`config.mk`:
```
export PLATFORM = sky130hd
export DESIGN_NAME = unified_mem_arbiter_flat
export DESIGN_NICKNAME = d
export VERILOG_FILES = /design/src/rtl/unified_mem_arbiter_pkg.sv /design/src/rtl/unified_mem_arbiter_if.sv /design/src/rtl/unified_mem_arbiter_arb_tag_fifo.sv /design/src/rtl/unified_mem_arbiter.sv /design/src/flat_wrapper.sv
export SDC_FILE = /design/constraint.sdc
export NUM_CORES = 1
export LEC_CHECK = 0
export CAP_MARGIN = 20
export CORE_AREA = 3 3 110 112
export CTS_CLUSTER_DIAMETER = 60
export DETAILED_ROUTE_END_ITERATION = 7
export DIE_AREA = 0 0 113 115
export HOLD_SLACK_MARGIN = 0.1
export PLACE_DENSITY = 0.72
export SYNTH_ARGS = -nofsm -noshare
export SYNTH_HDL_FRONTEND = slang
export SYNTH_SLANG_ARGS = --single-unit
```
`constraint.sdc`:
```
create_clock -name clk -period 6.76 [get_ports clk]
set_input_delay 0.676 -clock clk [delete_from_list [all_inputs] [get_ports clk]]
set_output_delay 0.676 -clock clk [all_outputs]
set_load 0.05 [all_outputs]
```
`src/rtl/unified_mem_arbiter_pkg.sv`:
```
// Shared types and defaults for the unified memory arbiter.
// A tag records who owns each outstanding memory request, so that in-order
// responses can be routed back to the right pipeline stage.
package unified_mem_arbiter_pkg;

  localparam int ARB_MAX_OUTST_DEF    = 4;
  localparam int ARB_STARVE_LIMIT_DEF = 8;
  localparam logic [3:0] ARB_FETCH_BE = 4'hF;

  typedef enum logic {
    ARB_IF = 1'b0,
    ARB_DM = 1'b1
  } arb_owner_t;

  // store marks a DM write, whose acknowledge carries zero data.
  typedef struct packed {
    arb_owner_t owner;
    logic       killed;
    logic       store;
  } arb_tag_t;

  // Fresh tag for a request accepted this cycle; never born killed.
  function automatic arb_tag_t arb_new_tag(input arb_owner_t owner, input logic store);
    arb_tag_t t;
    t.owner  = owner;
    t.killed = 1'b0;
    t.store  = store;
    return t;
  endfunction

endpackage

```
`src/rtl/unified_mem_arbiter_if.sv`:
```
// Bus bundle between the pipeline stages, the arbiter and the memory model.
//
// Handshake: a requester raises *_req and holds it (with stable fields) until
// it sees the matching *_gnt high; a transfer happens exactly in a cycle where
// req and gnt are both high. Responses (*_rvalid) carry no back-pressure and
// are consumed in the cycle they are presented, in request order.
//
// slave  : the arbiter's view (serves the pipeline, drives the memory port).
// master : the environment's view (pipeline stages plus memory model).
interface unified_mem_arbiter_if;

  logic        flush_i;
  logic        if_req_i;
  logic [31:0] if_addr_i;
  logic        if_gnt_o;
  logic        if_rvalid_o;
  logic [31:0] if_rdata_o;
  logic        dm_req_i;
  logic [31:0] dm_addr_i;
  logic        dm_we_i;
  logic [3:0]  dm_be_i;
  logic [31:0] dm_wdata_i;
  logic        dm_gnt_o;
  logic        dm_rvalid_o;
  logic [31:0] dm_rdata_o;
  logic        mem_req_o;
  logic [31:0] mem_addr_o;
  logic        mem_we_o;
  logic [3:0]  mem_be_o;
  logic [31:0] mem_wdata_o;
  logic        mem_gnt_i;
  logic        mem_rvalid_i;
  logic [31:0] mem_rdata_i;

  modport slave (
    input  flush_i, if_req_i, if_addr_i, dm_req_i, dm_addr_i, dm_we_i, dm_be_i, dm_wdata_i,
    input  mem_gnt_i, mem_rvalid_i, mem_rdata_i,
    output if_gnt_o, if_rvalid_o, if_rdata_o, dm_gnt_o, dm_rvalid_o, dm_rdata_o,
    output mem_req_o, mem_addr_o, mem_we_o, mem_be_o, mem_wdata_o
  );

  modport master (
    output flush_i, if_req_i, if_addr_i, dm_req_i, dm_addr_i, dm_we_i, dm_be_i, dm_wdata_i,
    output mem_gnt_i, mem_rvalid_i, mem_rdata_i,
    input  if_gnt_o, if_rvalid_o, if_rdata_o, dm_gnt_o, dm_rvalid_o, dm_rdata_o,
    input  mem_req_o, mem_addr_o, mem_we_o, mem_be_o, mem_wdata_o
  );

endinterface

```
`src/rtl/unified_mem_arbiter_arb_tag_fifo.sv`:
```
// Ordered FIFO of request tags, one entry per accepted-but-unanswered request.
// kill_i marks every IF entry currently stored as killed; an entry pushed in
// the same cycle is written unkilled because the push overrides the kill.
module arb_tag_fifo
  import unified_mem_arbiter_pkg::*;
#(
  parameter  int DEPTH = ARB_MAX_OUTST_DEF,
  localparam int PW    = $clog2(DEPTH),
  localparam int CW    = $clog2(DEPTH + 1)
) (
  input  logic          clk,
  input  logic          rst,
  input  logic          push_i,
  input  arb_tag_t      push_tag_i,
  input  logic          pop_i,
  input  logic          kill_if_i,
  output arb_tag_t      head_o,
  output logic          full_o,
  output logic          empty_o,
  output logic [CW-1:0] count_o
);

  arb_tag_t      tags_q [DEPTH];
  logic [PW-1:0] wr_ptr_q, rd_ptr_q;
  logic [CW-1:0] count_q, count_d;
  logic          do_push, do_pop;

  assign full_o  = (count_q == CW'(DEPTH));
  assign empty_o = (count_q == '0);
  assign do_push = push_i & ~full_o;
  assign do_pop  = pop_i & ~empty_o;
  assign head_o  = tags_q[rd_ptr_q];
  assign count_o = count_q;

  // Occupancy follows push/pop; both together leave it unchanged.
  always_comb begin
    count_d = count_q;
    if (do_push && !do_pop)      count_d = count_q + CW'(1);
    else if (!do_push && do_pop) count_d = count_q - CW'(1);
  end

  // Tag storage and pointers; pointers wrap naturally since DEPTH is a power of 2.
  always_ff @(posedge clk or negedge rst) begin
    if (!rst) begin
      for (int i = 0; i < DEPTH; i++) tags_q[i] <= '0;
      wr_ptr_q <= '0;
      rd_ptr_q <= '0;
      count_q  <= '0;
    end else begin
      if (kill_if_i) begin
        for (int i = 0; i < DEPTH; i++) begin
          if (tags_q[i].owner == ARB_IF) tags_q[i].killed <= 1'b1;
        end
      end
      if (do_push) begin
        tags_q[wr_ptr_q] <= push_tag_i;
        wr_ptr_q         <= wr_ptr_q + PW'(1);
      end
      if (do_pop) rd_ptr_q <= rd_ptr_q + PW'(1);
      count_q <= count_d;
    end
  end

  // The arbiter never offers a request while full, so a push here is a bug upstream.
  assert property (@(posedge clk) disable iff (!rst) !(push_i && full_o));

endmodule

```
`src/rtl/unified_mem_arbiter.sv`:
```
// Unified memory arbiter: shares one single-ported memory between IF fetches
// and MEM-stage loads/stores. DM normally wins; IF is forced through after
// STARVE_LIMIT consecutive denied cycles. Responses return in order and are
// routed combinationally to their owner using the tag FIFO; fetches killed
// by a flush are dropped.
module unified_mem_arbiter
  import unified_mem_arbiter_pkg::*;
#(
  parameter  int MAX_OUTST    = ARB_MAX_OUTST_DEF,
  parameter  int STARVE_LIMIT = ARB_STARVE_LIMIT_DEF,
  localparam int SW           = $clog2(STARVE_LIMIT + 1),
  localparam int CW           = $clog2(MAX_OUTST + 1)
) (
  input  logic                  clk,
  input  logic                  rst,
  unified_mem_arbiter_if.slave  bus,
  output logic [SW-1:0]         starve_cnt_o,
  output logic [CW-1:0]         tag_cnt_o
);

  logic [SW-1:0] starve_cnt_q, starve_cnt_d;
  logic          stale_ok_q, stale_ok_d;
  logic          starved;
  logic          if_wins, dm_wins;
  logic          mem_req;
  logic [31:0]   mem_addr, mem_wdata;
  logic          mem_we;
  logic [3:0]    mem_be;
  logic          if_gnt, dm_gnt, accept;
  logic          fifo_full, fifo_empty, pop;
  logic          rsp_valid;
  arb_tag_t      head_tag, push_tag;
  logic          if_rvalid, dm_rvalid;
  logic [31:0]   if_rdata, dm_rdata;

  assign starved = (starve_cnt_q == SW'(STARVE_LIMIT));

  // Pick a winner: nothing while the tag FIFO is full (or in reset), else DM unless IF is starved.
  always_comb begin
    if_wins = 1'b0;
    dm_wins = 1'b0;
    if (rst && !fifo_full) begin
      if (bus.if_req_i && (starved || !bus.dm_req_i)) if_wins = 1'b1;
      else if (bus.dm_req_i)                          dm_wins = 1'b1;
    end
  end

  // The winner's fields drive the memory port; fetches are full-word reads.
  always_comb begin
    mem_req   = if_wins | dm_wins;
    mem_addr  = '0;
    mem_we    = 1'b0;
    mem_be    = '0;
    mem_wdata = '0;
    if (dm_wins) begin
      mem_addr  = bus.dm_addr_i;
      mem_we    = bus.dm_we_i;
      mem_be    = bus.dm_be_i;
      mem_wdata = bus.dm_wdata_i;
    end else if (if_wins) begin
      mem_addr  = bus.if_addr_i;
      mem_be    = ARB_FETCH_BE;
    end
  end

  assign if_gnt   = if_wins & bus.mem_gnt_i;
  assign dm_gnt   = dm_wins & bus.mem_gnt_i;
  assign accept   = mem_req & bus.mem_gnt_i;
  assign push_tag = arb_new_tag(dm_wins ? ARB_DM : ARB_IF, dm_wins & bus.dm_we_i);

  assign rsp_valid = bus.mem_rvalid_i;
  assign pop       = rst & rsp_valid & ~fifo_empty;

  arb_tag_fifo #(.DEPTH(MAX_OUTST)) u_tag_fifo (
    .clk        (clk),
    .rst        (rst),
    .push_i     (accept),
    .push_tag_i (push_tag),
    .pop_i      (pop),
    .kill_if_i  (bus.flush_i),
    .head_o     (head_tag),
    .full_o     (fifo_full),
    .empty_o    (fifo_empty),
    .count_o    (tag_cnt_o)
  );

  // Route the head-of-line response to its owner; killed fetches and fetches
  // answered during a flush cycle vanish.
  always_comb begin
    if_rvalid = 1'b0;
    dm_rvalid = 1'b0;
    if_rdata  = '0;
    dm_rdata  = '0;
    if (pop) begin
      if (head_tag.owner == ARB_DM) begin
        dm_rvalid = 1'b1;
        dm_rdata  = head_tag.store ? 32'h0 : bus.mem_rdata_i;
      end else if (!head_tag.killed && !bus.flush_i) begin
        if_rvalid = 1'b1;
        if_rdata  = bus.mem_rdata_i;
      end
    end
  end

  // Starve counter saturates at the limit and clears on a fetch grant or idle IF.
  always_comb begin
    starve_cnt_d = '0;
    if (bus.if_req_i && !if_gnt) starve_cnt_d = starved ? starve_cnt_q : starve_cnt_q + SW'(1);
  end

  // Stale-response window: open after reset until the first new acceptance.
  assign stale_ok_d = stale_ok_q & ~accept;

  // Arbiter state registers.
  always_ff @(posedge clk or negedge rst) begin
    if (!rst) begin
      starve_cnt_q <= '0;
      stale_ok_q   <= 1'b1;
    end else begin
      starve_cnt_q <= starve_cnt_d;
      stale_ok_q   <= stale_ok_d;
    end
  end

  assign bus.mem_req_o   = mem_req;
  assign bus.mem_addr_o  = mem_addr;
  assign bus.mem_we_o    = mem_we;
  assign bus.mem_be_o    = mem_be;
  assign bus.mem_wdata_o = mem_wdata;
  assign bus.if_gnt_o    = if_gnt;
  assign bus.dm_gnt_o    = dm_gnt;
  assign bus.if_rvalid_o = if_rvalid;
  assign bus.if_rdata_o  = if_rdata;
  assign bus.dm_rvalid_o = dm_rvalid;
  assign bus.dm_rdata_o  = dm_rdata;
  assign starve_cnt_o    = starve_cnt_q;

  // A response with nothing outstanding is a protocol error, except for
  // traffic that was already in flight when reset hit.
  assert property (@(posedge clk) disable iff (!rst) !(rsp_valid && fifo_empty && !stale_ok_q));

  // At most one requester is granted per cycle.
  assert property (@(posedge clk) disable iff (!rst) !(if_gnt && dm_gnt));

endmodule

```
`src/flat_wrapper.sv`:
```
// flat-port wrapper written by rule: the top's interface ports become plain ports
module unified_mem_arbiter_flat import unified_mem_arbiter_pkg::*;
#(
  parameter  int MAX_OUTST    = ARB_MAX_OUTST_DEF,
  parameter  int STARVE_LIMIT = ARB_STARVE_LIMIT_DEF,
  localparam int SW           = $clog2(STARVE_LIMIT + 1),
  localparam int CW           = $clog2(MAX_OUTST + 1)
)
  (clk, rst, starve_cnt_o, tag_cnt_o, bus_flush_i, bus_if_req_i, bus_if_addr_i, bus_dm_req_i, bus_dm_addr_i, bus_dm_we_i, bus_dm_be_i, bus_dm_wdata_i, bus_mem_gnt_i, bus_mem_rvalid_i, bus_mem_rdata_i, bus_if_gnt_o, bus_if_rvalid_o, bus_if_rdata_o, bus_dm_gnt_o, bus_dm_rvalid_o, bus_dm_rdata_o, bus_mem_req_o, bus_mem_addr_o, bus_mem_we_o, bus_mem_be_o, bus_mem_wdata_o);
  unified_mem_arbiter_if bus_i ();
  input  logic clk;
  input  logic rst;
  output logic [SW-1:0] starve_cnt_o;
  output logic [CW-1:0] tag_cnt_o;
  input wire logic [$bits(bus_i.flush_i)-1:0] bus_flush_i;
  input wire logic [$bits(bus_i.if_req_i)-1:0] bus_if_req_i;
  input wire logic [$bits(bus_i.if_addr_i)-1:0] bus_if_addr_i;
  input wire logic [$bits(bus_i.dm_req_i)-1:0] bus_dm_req_i;
  input wire logic [$bits(bus_i.dm_addr_i)-1:0] bus_dm_addr_i;
  input wire logic [$bits(bus_i.dm_we_i)-1:0] bus_dm_we_i;
  input wire logic [$bits(bus_i.dm_be_i)-1:0] bus_dm_be_i;
  input wire logic [$bits(bus_i.dm_wdata_i)-1:0] bus_dm_wdata_i;
  input wire logic [$bits(bus_i.mem_gnt_i)-1:0] bus_mem_gnt_i;
  input wire logic [$bits(bus_i.mem_rvalid_i)-1:0] bus_mem_rvalid_i;
  input wire logic [$bits(bus_i.mem_rdata_i)-1:0] bus_mem_rdata_i;
  output wire logic [$bits(bus_i.if_gnt_o)-1:0] bus_if_gnt_o;
  output wire logic [$bits(bus_i.if_rvalid_o)-1:0] bus_if_rvalid_o;
  output wire logic [$bits(bus_i.if_rdata_o)-1:0] bus_if_rdata_o;
  output wire logic [$bits(bus_i.dm_gnt_o)-1:0] bus_dm_gnt_o;
  output wire logic [$bits(bus_i.dm_rvalid_o)-1:0] bus_dm_rvalid_o;
  output wire logic [$bits(bus_i.dm_rdata_o)-1:0] bus_dm_rdata_o;
  output wire logic [$bits(bus_i.mem_req_o)-1:0] bus_mem_req_o;
  output wire logic [$bits(bus_i.mem_addr_o)-1:0] bus_mem_addr_o;
  output wire logic [$bits(bus_i.mem_we_o)-1:0] bus_mem_we_o;
  output wire logic [$bits(bus_i.mem_be_o)-1:0] bus_mem_be_o;
  output wire logic [$bits(bus_i.mem_wdata_o)-1:0] bus_mem_wdata_o;
  assign bus_i.flush_i = bus_flush_i;
  assign bus_i.if_req_i = bus_if_req_i;
  assign bus_i.if_addr_i = bus_if_addr_i;
  assign bus_i.dm_req_i = bus_dm_req_i;
  assign bus_i.dm_addr_i = bus_dm_addr_i;
  assign bus_i.dm_we_i = bus_dm_we_i;
  assign bus_i.dm_be_i = bus_dm_be_i;
  assign bus_i.dm_wdata_i = bus_dm_wdata_i;
  assign bus_i.mem_gnt_i = bus_mem_gnt_i;
  assign bus_i.mem_rvalid_i = bus_mem_rvalid_i;
  assign bus_i.mem_rdata_i = bus_mem_rdata_i;
  assign bus_if_gnt_o = bus_i.if_gnt_o;
  assign bus_if_rvalid_o = bus_i.if_rvalid_o;
  assign bus_if_rdata_o = bus_i.if_rdata_o;
  assign bus_dm_gnt_o = bus_i.dm_gnt_o;
  assign bus_dm_rvalid_o = bus_i.dm_rvalid_o;
  assign bus_dm_rdata_o = bus_i.dm_rdata_o;
  assign bus_mem_req_o = bus_i.mem_req_o;
  assign bus_mem_addr_o = bus_i.mem_addr_o;
  assign bus_mem_we_o = bus_i.mem_we_o;
  assign bus_mem_be_o = bus_i.mem_be_o;
  assign bus_mem_wdata_o = bus_i.mem_wdata_o;
  unified_mem_arbiter #(.MAX_OUTST(MAX_OUTST), .STARVE_LIMIT(STARVE_LIMIT)) u_core (.clk(clk), .rst(rst), .bus(bus_i), .starve_cnt_o(starve_cnt_o), .tag_cnt_o(tag_cnt_o));
endmodule
```
* Word level (Yosys, flattened, before mapping)
Cells that the tools add are included.
** Storage, ports and cells
- Flip-flop bits (word level) :: 23
- Input port bits :: 140
- Output and inout bits :: 145
- Word-level logic and storage cells :: 99
** Operators by class
- Add/subtract/negate cells :: 5
- $lt $le $gt $ge :: 3
- Equality and inequality tests :: 3
- Mux-type cells :: 42
- Bitwise gates (word level) :: 13
- Reduce and logical (&&, ||, !) cells :: 17
** Operators with widths (count)
- $mux 32 :: 9
- $mux 1 :: 20
- $mux 4 :: 4
- $mux 3 :: 5
- $bwmux 12 :: 1
- $mux 11 :: 1
- $and 1x1->1 :: 8
- $logic_and 1x1->1 :: 7
- $logic_not 1->1 :: 7
- $bmux 3 s2 :: 1
- $demux 3 s2 :: 1
- $ge 3x3->1 const B :: 2
- $not 2->3 :: 2
- $add 2x1->2 const B :: 2
- $add 4x1->4 const B :: 1
- $eq 4x4->1 const B :: 1
- $add 3x1->3 const B :: 1
- $eq 3x3->1 const B :: 1
- $logic_not 3->1 :: 1
- $lt 3x1->1 const B :: 1
- $sub 3x1->3 const B :: 1
- $ne 2x2->1 const B :: 1
- $not 1->1 :: 2
- $reduce_bool 2->1 :: 1
- other kinds (2) :: 2

* Longest topological paths before layout
- Depth after elaboration :: 12
- Gate-level depth with buffers :: 10
- Depth with buffers taken out :: 8

* By module
From an unflattened synthesis, not the netlist that was laid out.
** Second synthesis, totals
- Cell total of the unflattened synthesis :: 340
- Area, all modules :: 2519.9 µm²
** By module, submodules not included
- unified_mem_arbiter :: instances 1, cells each 266, area an instance 1561.5 µm²
- arb_tag_fifo :: instances 1, cells each 74, area an instance 958.4 µm²

* Worst setup path before layout
No wires, ideal clock.
- Kind :: flip-flop to output port
- From :: reg u_core.starve_cnt_q[0], in the netlist u_core.starve_cnt_o[0]
- To :: out bus_mem_addr_o[10]
- Data arrival time :: 2.416 ns
- Slack :: 3.668 ns
- Stages on the path, launching flop included :: 7
- Path buffers :: 1
- Cell sequence :: dfrtp_1 inv_1 ha_1 and4b_1 nor2_1 clkbuf_1 a32o_1
** Between the ends
- Word-level cells in the longest chain between the ends :: 7
** Ends and longest elaborated chain
- from (decl) :: RTL line unified_mem_arbiter.sv:21 : logic [SW-1:0] starve_cnt_q, starve_cnt_d;
- from (signal assigned) :: RTL line unified_mem_arbiter.sv:120 : starve_cnt_q <= starve_cnt_d;
- $eq 4x4->1 * :: RTL line unified_mem_arbiter.sv:36 : assign starved = (starve_cnt_q == SW'(STARVE_LIMIT));
- $logic_or 1x1->1 * :: RTL line unified_mem_arbiter.sv:43 : if (bus.if_req_i && (starved || !bus.dm_req_i)) if_wins = 1'b1;
- $logic_and 1x1->1 * :: RTL line unified_mem_arbiter.sv:43
- $mux 1 :: RTL line unified_mem_arbiter.sv:43
- $mux 1 :: RTL line unified_mem_arbiter.sv:42 : if (rst && !fifo_full) begin
- $mux 32 :: RTL line unified_mem_arbiter.sv:60 : end else if (if_wins) begin
- $mux 32 * :: RTL line unified_mem_arbiter.sv:55 : if (dm_wins) begin
- to (decl) :: RTL line flat_wrapper.sv:33 : output wire logic [$bits(bus_i.mem_addr_o)-1:0] bus_mem_addr_o;
Every way passes the cells marked *; elsewhere a longest branch is shown, timed or not.

* Final worst setup path
- From :: in rst
- To :: out bus_if_rdata_o[26]
** Between the ends
- Word-level cells in the longest chain between the ends :: 3
** Ends and longest elaborated chain
- from (decl) :: RTL line flat_wrapper.sv:12 : input logic rst;
- $and 1x1->1 (2 in series) :: RTL line unified_mem_arbiter.sv:72 : assign pop = rst & rsp_valid & ~fifo_empty;
- $mux 32 :: RTL line unified_mem_arbiter.sv:94 : if (pop) begin
- to (decl) :: RTL line flat_wrapper.sv:28 : output wire logic [$bits(bus_i.if_rdata_o)-1:0] bus_if_rdata_o;
Every way passes these cells.

==> flow_metrics.env <==
export IMPL_final_hold_violation_count=0
export IMPL_critPathCaptureType="output port"
export IMPL_ir_drop_mv=0.144
export IMPL_via_per_inst=4.68
export IMPL_min_path_type="register to register"
export IMPL_nNetsFinal=693
export IMPL_die_x_um=113
export IMPL_post_cts_buffers=0
export IMPL_required_ns=6.08
export IMPL_finalWirelength_mm=11.2
export IMPL_vias=3213
export IMPL_cap_violations=0
export IMPL_synth_cells=273
export IMPL_gp_congestion=0.879
export IMPL_cts_resized=0
export IMPL_clock_latency_ns=0.25
export IMPL_grt_pass1_wl_mm=16.4
export IMPL_io_buffers=284
export IMPL_skew_ns=0.00409
export IMPL_final_max_slew_viol_count=0
export IMPL_fmax_ghz=0.228
export IMPL_root_buffer="clkbuf_16"
export IMPL_grt_max_degree=37
export IMPL_drc=0
export IMPL_ys_seq_area_share_pct=23.1
export IMPL_ff2ff_path_depth=6
export IMPL_die_h_um=115
export IMPL_instances_no_fill=687
export IMPL_numClockSinks=23
export IMPL_drtAntennaViolNets=0
export IMPL_cts_tree="yes"
export IMPL_reg2reg_from="u_core.u_tag_fifo.count_o[1]$_DFFE_PN0P_"
export IMPL_setup_viol=0
export IMPL_first_iter_violations=116
export IMPL_synth_edff_count=0
export IMPL_cts_hold_buf=0
export IMPL_dr_pass1_iters=4
export IMPL_period_needed_ns=4.38
export IMPL_drive_gt1_share_pct=7.35
export IMPL_r2r_slack_ns=4.34
export IMPL_synth_distinct_cells=37
export IMPL_hold_end="u_core.u_tag_fifo.tags_q[3]$_DFFE_PN0P_"
export IMPL_reg2reg_to="u_core.u_tag_fifo.count_o[1]$_DFFE_PN0P_"
export IMPL_cts_htree_levels=1
export IMPL_numCtsBuffers=3
export IMPL_worst_setup_path_type="input port to output port"
export IMPL_antennaDiodeCount=0
export IMPL_status="finished, final reports clean"
export IMPL_p_leak_nw=2.06
export IMPL_die_area_sq_um=13000
export IMPL_syn_num_nets=421
export IMPL_grt_overflow_total=0
export IMPL_finalCritPeriodShare_pct=64.9
export IMPL_hpwlAfterDp_mm=9.55
export IMPL_synth_common_cells="and2_1, a32o_1, dfrtp_1, a21oi_1, inv_1"
export IMPL_std_cell_rows=39
export IMPL_grt_util_all_layers_pct=15.4
export IMPL_synth_top_area_cell="dfrtp_1"
export IMPL_coreArea_sq_um=11300
export IMPL_whs_path_depth=1
export IMPL_fin_tns_setup_ns=0
export IMPL_tightest_slew_ns=0.932
export IMPL_netlist_area_sq_um=2490
export IMPL_area_delta_synth_final_pct=123
export IMPL_ys_top_cells_by_area="dfrtp_1, and2_1, a32o_1, nor4b_2, mux2_2"
export IMPL_cp_max_fo=28
export IMPL_dp_cells=682
export IMPL_hp_start="u_core.u_tag_fifo.tags_q[3]$_DFFE_PN0P_"
export IMPL_synth_top_cell_area_share_pct=23.1
export IMPL_synth_avg_cell_area_sq_um=9.13
export IMPL_pin_count=285
export IMPL_cp_arrival_ns=3.71
export IMPL_cts_buffer_depth=2
export IMPL_start_util_pct=22.0
export IMPL_antenna_found_initial=0
export IMPL_yosysWarnings=0
export IMPL_wire_per_inst_um=16.2
export IMPL_async_reset_ff_share_pct=100
export IMPL_startpoint_type="input port"
export IMPL_yosysMostFrequentCell="and2_1"
export IMPL_grt_pass1_vias=3210
export IMPL_cellPowerDensity_nw_per_um2=233
export IMPL_cts_clk_slew_worst_paths_ns=0.06
export IMPL_slew_headroom_pct=37.4
export IMPL_ys_flop_type="dfrtp_1"
export IMPL_ys_ff_latch=23
export IMPL_rsz0062_at_grt="false"
==> cell families after synthesis <==
kind of cell	after synthesis	synth area share, %
mux	15	8.04
buf+inv	37	7.18
fa+ha+maj	8	4.32
xor+xnor	8	2.81
simple gates	127	35.4
flops	23	23.1
compound gates	55	19.1
==> sequential cells by signal, summed over array words and instances, names as in the netlist <==
signal and flops:
u_core.u_tag_fifo.tags_q 12, u_core.u_tag_fifo.wr_ptr_q 2, u_core.u_tag_fifo.count_o 3, u_core.u_tag_fifo.rd_ptr_q 2, u_core.starve_cnt_o 4
==> where the power goes <==
group	internal, mW	leakage (nW)	total (mW)	switching (mW)
registers	0.192	0.274	0.252	0.0597
clock network	0.0794	0.0409	0.125	0.0456
logic	0.369	1.75	0.916	0.547
==> cell type report <==
class,instances,area [sq um]
multi-input cells,213,1760
fillers,1074,5780
flip-flops and latches,23,576
clock buffers,3,75.1
inverters,13,48.8
well taps,143,179
clock inverters,1,5.00
repair buffers,291,2900
==> routing by layer <==
metal	global-route usage [%]	up-vias	share of wire (%)	routed length, um
met2	29.6	188	51	5700
li1	-	1520	-	-
met4	5.37	0	2.4	270
met5	0	-	0	0
met3	5.26	16	12	1290
met1	15.5	1489	35	3910
==> per-stage QoR <==
| step | power (mW) | cell area, sq um | utilization (%) | worst slack (ns) | hold WS, ns |
|---|---|---|---|---|---|
| CTS | 1.30 | 5530 | 48.9 | 2.30 | 0.513 |
| detailed placement | 1.17 | 5450 | 48.2 | 2.31 | 0.494 |
| floorplan | 0.847 | 2490 | - | 3.67 | 0.380 |
| finish | 1.29 | 5550 | 49.0 | 2.38 | 0.520 |
| global placement | 1.16 | 5450 | 48.2 | 2.37 | 0.483 |
| global route | 1.36 | 5550 | 49.0 | 2.18 | 0.530 |
==> how the worst max path moves through the flow <==
stage / slack (ns) / cells after the start / startpoint / end
CTS: 2.30 / 6 / rst / bus_dm_gnt_o
global placement: 2.37 / 6 / rst / bus_dm_gnt_o
detailed placement: 2.31 / 6 / rst / bus_dm_gnt_o
finish: 2.38 / 7 / rst / bus_if_rdata_o[26]
floorplan: 3.67 / 6 / u_core.starve_cnt_o[0]$_DFFE_PN0P_ / bus_mem_addr_o[10]
global route: 2.18 / 7 / rst / bus_if_rdata_o[24]
==> critical path: stages <==
cell             delay, ns
clkdlybuf4s50_1       0.45
buf_4                 0.31
o311ai_2              0.15
buf_4                 0.23
nor4_4                0.83
and2_1                0.24
clkdlybuf4s50_1       0.81
==> layout by cell type (no fill, tap or decap), drive strengths merged, types with 6 or more instances in the layout <==
cell	synthesis	final
clkdlybuf4s50	0	284
buf	12	7
nor4b	9	9
and2	89	89
nand2	6	6
a21oi	15	15
dfrtp	23	23
mux2	10	10
ha	7	7
a32o	32	32
inv	13	13
Note: power is estimated with default switching activity, not from simulation.
